### src/rtl/pdp8_tx_arb_pkg.sv
// Shared encodings for the PDP-8 UART transmit arbiter.
package pdp8_tx_arb_pkg;

    localparam logic [1:0] S_IDLE  = 2'd0;
    localparam logic [1:0] S_REQ   = 2'd1;
    localparam logic [1:0] S_ACK   = 2'd2;
    localparam logic [1:0] S_DRAIN = 2'd3;

    localparam int TIMEOUT_DEFAULT = 4096;

endpackage

### src/rtl/pdp8_tx_arb_rr_pick.sv
// Combinational round-robin picker: first set request strictly after 'last', wrapping mod N.
module pdp8_rr_pick #(
    parameter int N  = 2,
    parameter int IW = (N > 1) ? $clog2(N) : 1
) (
    input  logic [N-1:0]  req,
    input  logic [IW-1:0] last,
    output logic          any,
    output logic [IW-1:0] idx
);

    always_comb begin
        any = |req;
        idx = '0;
        // Scan from the farthest candidate down so the nearest one after 'last' wins.
        for (int k = N; k >= 1; k--) begin
            if (req[(int'(last) + k) % N]) begin
                idx = IW'((int'(last) + k) % N);
            end
        end
    end

endmodule

### src/rtl/pdp8_tx_arb.sv
// Round-robin sharing of one UART transmit channel among N character sources;
// completion is reported only after the UART holding register drains.
module pdp8_tx_arb
    import pdp8_tx_arb_pkg::*;
#(
    parameter int N       = 2,
    parameter int TIMEOUT = TIMEOUT_DEFAULT
) (
    input  logic           clk,
    input  logic           reset,
    input  logic [N-1:0]   req,
    input  logic [8*N-1:0] req_data,
    output logic [N-1:0]   grant,
    output logic [N-1:0]   done,
    output logic [N-1:0]   err,
    output logic           tx_req,
    output logic [7:0]     tx_data,
    input  logic           tx_ack,
    input  logic           tx_empty
);

    localparam int IW = (N > 1) ? $clog2(N) : 1;
    localparam int TW = (TIMEOUT > 1) ? $clog2(TIMEOUT) : 1;
    localparam logic [IW-1:0] LAST_RST = IW'(N - 1);
    localparam logic [TW-1:0] T_LAST   = TW'(TIMEOUT - 1);
    localparam logic [N-1:0]  ONE_N    = {{(N-1){1'b0}}, 1'b1};

    logic [1:0]    state_q,   state_d;
    logic [IW-1:0] last_q,    last_d;
    logic [N-1:0]  grant_q,   grant_d;
    logic [N-1:0]  done_q,    done_d;
    logic [N-1:0]  err_q,     err_d;
    logic          tx_req_q,  tx_req_d;
    logic [7:0]    tx_data_q, tx_data_d;
    logic [TW-1:0] timer_q,   timer_d;

    logic          pick_any;
    logic [IW-1:0] pick_idx;

    pdp8_rr_pick #(.N(N), .IW(IW)) u_pick (
        .req  (req),
        .last (last_q),
        .any  (pick_any),
        .idx  (pick_idx)
    );

    // last_q doubles as the index of the source being served once granted.
    always_comb begin
        state_d   = state_q;
        last_d    = last_q;
        grant_d   = grant_q;
        done_d    = '0;
        err_d     = '0;
        tx_req_d  = tx_req_q;
        tx_data_d = tx_data_q;
        timer_d   = timer_q;
        case (state_q)
            S_IDLE: begin
                // A late ack or a still-busy holding register blocks any new grant.
                if (pick_any && !tx_ack && tx_empty) begin
                    state_d   = S_REQ;
                    last_d    = pick_idx;
                    grant_d   = ONE_N << pick_idx;
                    tx_data_d = req_data[8*pick_idx +: 8];
                    timer_d   = '0;
                    tx_req_d  = 1'b1;
                end
            end
            S_REQ: begin
                if (tx_ack) begin
                    state_d  = S_ACK;
                    tx_req_d = 1'b0;
                end else if (timer_q == T_LAST) begin
                    state_d        = S_IDLE;
                    tx_req_d       = 1'b0;
                    err_d[last_q]  = 1'b1;
                    grant_d        = '0;
                end else if (timer_q != {TW{1'b1}}) begin
                    timer_d = timer_q + TW'(1);
                end
            end
            S_ACK: begin
                if (!tx_ack) begin
                    state_d = S_DRAIN;
                end
            end
            S_DRAIN: begin
                if (tx_empty) begin
                    state_d        = S_IDLE;
                    done_d[last_q] = 1'b1;
                    grant_d        = '0;
                end
            end
            default: begin
                state_d  = S_IDLE;
                grant_d  = '0;
                tx_req_d = 1'b0;
            end
        endcase
    end

    always_ff @(posedge clk) begin
        if (reset) begin
            state_q   <= S_IDLE;
            last_q    <= LAST_RST;
            grant_q   <= '0;
            done_q    <= '0;
            err_q     <= '0;
            tx_req_q  <= 1'b0;
            tx_data_q <= '0;
            timer_q   <= '0;
        end else begin
            state_q   <= state_d;
            last_q    <= last_d;
            grant_q   <= grant_d;
            done_q    <= done_d;
            err_q     <= err_d;
            tx_req_q  <= tx_req_d;
            tx_data_q <= tx_data_d;
            timer_q   <= timer_d;
        end
    end

    assign grant   = grant_q;
    assign done    = done_q;
    assign err     = err_q;
    assign tx_req  = tx_req_q;
    assign tx_data = tx_data_q;

endmodule
### config.mk
export PLATFORM = sky130hd
export DESIGN_NAME = pdp8_tx_arb
export DESIGN_NICKNAME = d
export VERILOG_FILES = /design/src/rtl/pdp8_tx_arb_pkg.sv /design/src/rtl/pdp8_tx_arb_rr_pick.sv /design/src/rtl/pdp8_tx_arb.sv
export SDC_FILE = /design/constraint.sdc
export NUM_CORES = 1
export LEC_CHECK = 0
export CAP_MARGIN = 40
export CORE_AREA = 3 3 45 63
export CTS_BUF_LIST = sky130_fd_sc_hd__clkbuf_2
export DETAILED_ROUTE_END_ITERATION = 16
export DIE_AREA = 0 0 48 66
export DONT_BUFFER_PORTS = 1
export PLACE_DENSITY = 0.93
export SYNTH_ARGS = -nofsm -noshare
export SYNTH_HDL_FRONTEND = slang
export SYNTH_SLANG_ARGS = --single-unit
### constraint.sdc
create_clock -name clk -period 3.64 [get_ports clk]
set_clock_uncertainty 0.2 [all_clocks]
set_input_delay 0.182 -clock clk [delete_from_list [all_inputs] [get_ports clk]]
set_output_delay 0.182 -clock clk [all_outputs]
set_load 0.03 [all_outputs]
## After elaboration in Yosys (flattened, before gate mapping)

Cells that the tools add are included.

- Flip-flop bits (word level): 30
- Input port bits: 22
- Output and inout bits: 15
- Logic and storage cells: 79

- Add/subtract/negate cells: 3
- $lt $le $gt $ge: 4
- Equal/unequal tests: 13
- Shift operators: 2
- Mux-type cells: 28
- Bitwise gates (word level): 6
- Reduce and logical (&&, ||, !) cells: 15

Operators with widths:

| cell | count |
|---|---|
| $mux 12 | 4 |
| $pmux 12 s2 | 1 |
| $shiftx 16x5->8 | 1 |
| $mux 2 | 7 |
| $ne 2x2->1 const B | 7 |
| $add 12x1->12 const B | 1 |
| $eq 12x12->1 const B | 1 |
| $mux 1 | 12 |
| $ne 12x12->1 const B | 1 |
| $reduce_and 5->1 | 2 |
| $pmux 2 s4 | 1 |
| $lt 2x3->1 const B | 2 |
| $pmux 2 s3 | 1 |
| $eq 2x2->1 const B | 2 |
| $not 1->1 | 4 |
| $reduce_and 4->1 | 1 |
| $reduce_or 4->1 | 1 |
| $logic_and 1x1->1 | 3 |
| $ne 3x3->1 const B | 1 |
| $reduce_and 3->1 | 1 |
| $reduce_bool 3->1 | 1 |
| $reduce_or 3->1 | 1 |
| $add 1x1->1 const B | 2 |
| $and 1x1->1 const A | 2 |
| other kinds (11) | 11 |

## Depth between registers and ports, before layout

- Word-level depth: 10
- Gate-level depth with buffers: 8
- Mapped depth without buffers: 6

## Cells and area by module

Synthesis repeated with hierarchy kept, for this count alone.

- Cell total of the unflattened synthesis: 171
- Area, all modules: 1574.0 um^2

Modules (own cells, without submodules):

| module | instances | cells an instance | area each (um^2) | seq. area each (um^2) |
|---|---|---|---|---|
| pdp8_tx_arb | 1 | 169 | 1560.2 | 600.6 |
| pdp8_rr_pick | 1 | 2 | 13.8 | 0.0 |

## Worst setup path after synthesis

No wires, ideal clock.

- Kind: register to register
- Start point: register state_q[0]
- End point: register timer_q[5]
- Library setup time: 0.070 ns
- Arrival: 1.721 ns
- Data required time: 3.370 ns
- Path slack: 1.649 ns
- Cell stages (with the launch flop): 7
- Buffers on the path: 0
- Period minus slack after synthesis: 1.991 ns
- Cells stage by stage: dfxtp_1 > inv_1 > ha_1 > nand2b_1 > a21o_1 > or4_1 > a21oi_1

- Cells in the longest elaborated chain, start to end: 3
- Elaborated cells between the ends (all ways): 9
- Those cells by class: 5 x eq/ne; 1 x mux; 3 x reduce/logical

RTL lines:

| what | line | text |
|---|---|---|
| from (decl) | pdp8_tx_arb.sv:28 | `logic [1:0] state_q, state_d;` |
| from (signal assigned) | pdp8_tx_arb.sv:113 | `state_q <= state_d;` |
| $eq 2x1->1 / $logic_not 2->1 (equally long branches) | pdp8_tx_arb.sv:57 | `case (state_q)` |
| $ne 2x2->1 (no line) / $reduce_bool 2->1 (equally long branches) | - |  |
| $reduce_and 5->1 (no line) | - |  |
| to (signal assigned) | pdp8_tx_arb.sv:120 | `timer_q <= timer_d;` |
| to (decl) | pdp8_tx_arb.sv:35 | `logic [TW-1:0] timer_q, timer_d;` |

Several ways; a longest one is shown, not always the timed one.
A chain may end at the register's enable or synchronous reset.

==> summary.md <==
| Metric | Value |
|---|---|
| # fillers | 133 |
| Top_reg_cell synth | dfxtp_1 |
| Syn_area_per_cell | 8.88 um^2 |
| Tightest Pin Transition | roughly 840 ps |
| GRT overflow | 0 |
| Final ANT Viol Nets | 0 |
| Synth-to-Final Area Change | 13.9% |
| Hold Path Class | input pin to register |
| DIE AREA | 3170 um^2 |
| ANT cells | 0 |
| Post-Syn Nets | 205 |
| IO Count | 37 |
| Crit path capture type | register |
| Max cap viols | 0 |
| Layout Cells excl Fill | around 220 |
| R2R cell count | 7 |
| Initial antenna violation count | 0 |
| Register area | about 600 um^2 |
| Final Setup Violations | 0 |
| Drt pass-1 iters | 4 |
| Residual DRC | 0 |
| Reg2Reg Setup Slack | 1000 ps |
| Mapped Area | 1580 um^2 |
| Area of the multi-input gates | 892 um^2 |
| Commonest cells post-synth | dfxtp_1, a21oi_1, mux2i_1 |
| Initial Util | around two thirds |
| Post-CTS setup repair buffer count | 0 |
| Post-synthesis sequential area ratio | 38.0% |
| Relative max-transition margin | approximately 44% |
| GPL Wtd Cong | around 0.78 |
| Port-buffer cells | 0 |
| CTS clk-pin slew, worst paths | 170 ps |
| CORE AREA | 2360 um^2 |
| CTS Buf Count | 5 |
| Layout cell share with drive strength beyond 1 | 7.14% |
| Post-DP HPWL | 2530 um |
| Routed wire per std cell | between 20 and 25 um |
| First-pass GRT wire length | 8020 um |
| Crit Path Class | register to register |
| Setup_tns | 0 ps |
| Longest Clk Path Bufs | 2 |
| Tcrit/Tclk final | 72.5% |
| Critical path launch point type | register |
| Synth top area cells | dfxtp_1, mux2i_1, a21oi_1 |
| Post-synth top area cell | dfxtp_1 |
| Asr flop ratio synth | 0% |
| Leak | roughly 0.63 nW |
| Vias in the first global route | 1709 |
| Nets | between 200 and 250 |
| Netlist cell types | 44 |
| Htree depth | 2 |
| Largest net degree at the start of global routing | 22 |
| Initial DRC count | 113 |
| Most common cell in the synthesized netlist | dfxtp_1 |
| Clock period minus final worst setup slack | 2640 ps |
| Synth warn | 0 |
| Hold Path Origin | tx_empty |
| FF-to-FF End | timer_q[0] |
| Final core utilization | 76.1% |
| Worst skew pair latency | 370 ps |
| Row count | 21 |
| Total track usage | 35.3% |
| WL final | 4860 um |
| Die Ht | 66 um |
| Post-synth top area share | 38.0% |
| VDD IR-drop max | ~330 uV |
| WP data required | 3720 ps |
| DR vias/cell | about 7.4 |
| Worst Hold Depth | 4 |
| Crit-path cells | inv_1, ha_1, nand2b_1, a21o_1, o21ai_1, a21oi_1, dlygate4sd3_1 |
| Yosys reg bits | 30 |
| Cell Pwr Density | 388 nW/um^2 |
| TritonCTS clock tree | yes |
| Die width | 48 um |
| Cts hold-fix bufs | 20 |
| Syn Inst Count | 178 |
| Final instance area | 1800 um^2 |
| Worst Hold End | timer_q[1] |
| Clock sinks | 30 |
| Status | complete, no violations |
| RSZ-0062 raised after global routing | no |
| CTS-repair resized insts | 0 |
| CP max stage cell | dlygate4sd3_1 |
| Final Hold Fails | 0 |
| Slew Viols, Final | 0 |
| Max Clock Freq | 379 MHz |
| WP data arrival | 2720 ps |
| Placed cell area | 1560 um^2 |
| Clock root buffer | clkbuf_2 |
| Number of flops mapped to enable cells by yosys | 0 |
| CP peak stage delay | roughly 600 ps |
| Crit-path max FO | 17 |
| Cell total after placement | about 190 |
| Via Count | 1619 |
==> worst max path at each step <==
stage                    start    endpoint  slack [ps]
floorplan           state_q[0]  timer_q[5]        1650
global placement      register      last_q        1410
detailed placement    register  timer_q[9]        1300
CTS                   register  timer_q[0]        1100
global route          register  timer_q[0]         810
finish                register  timer_q[0]        1000
==> flip-flops by register name, summed over array words and instances, names as in the netlist, named ones only <==
| name | count |
|---|---|
| state_q | 1 |
| last_q | 1 |
| timer_q | 12 |
| grant | 2 |
| done | 2 |
| err | 2 |
| tx_req | 1 |
| tx_data | 8 |
==> worst max-delay path: cells and delay by family, from the launching register on <==
family / cells / cell delay (ps)
compound gates: 3 / 690
fa+ha+maj: 1 / 440
buf+inv: 2 / 720
flops: 1 / 380
simple gates: 1 / 140
==> cells by family (layout without fill, tap and decap cells) <==
family          Yosys count  in the layout  share of synthesized area, %
mux                      11             11                          6.97
buf+inv                  18             36                          5.54
compound gates           55             55                          23.1
fa+ha+maj                 5              5                          3.96
simple gates             59             59                          22.4
flops                    30             30                          38.0
==> placed cells by master, fill, tap and decap left out, types with 5 or more instances in the layout <==
cell type      count
a21oi_1           13
mux2i_1           11
inv_1              5
nor2_1            10
dfxtp_1           30
o31ai_1            5
a211oi_1           8
nand4_1            6
or4_1              6
dlygate4sd3_1     20
clkbuf_2           5
ha_1               5
nand2_1            7
nand2b_1           8
a31oi_1            6
nand3_1            5
==> metrics by stage <==
stage | hold WS (ps) | power, mW | setup slack [ps]
6_report | 47.4 | 0.698 | 1000
2_1_floorplan | 125 | 0.473 | 1650
3_3_place_gp | 56.6 | 0.483 | 1410
3_5_place_dp | 58.1 | 0.493 | 1300
4_1_cts | 19.3 | 0.674 | 1100
5_1_grt | 83.4 | 0.723 | 812
==> layer usage <==
| metal | GRT usage (%) | up-vias | wire length (um) |
|---|---|---|---|
| li1 | - | 709 | - |
| met1 | 39.5 | 738 | 1640 |
| met2 | 56.6 | 135 | 2410 |
| met3 | 10.4 | 37 | 489 |
| met4 | 19.9 | 0 | 318 |
| met5 | 0 | - | 0 |
==> layout make-up <==
| class | count | area share [%] |
|---|---|---|
| clock buffer | 5 | 1.39 |
| timing repair buffer | 22 | 12.0 |
| tap | 23 | 1.60 |
| sequential | 30 | 33.4 |
| inverter | 6 | 1.25 |
| multi-input combinational | 130 | 49.5 |
| clock inverter | 3 | 0.903 |
==> power breakdown <==
part	switching, mW	internal, mW
registers	0.0395	0.344
logic	0.0879	0.0600
clock network	0.123	0.0438
Note: power is estimated with default switching activity, not from simulation.
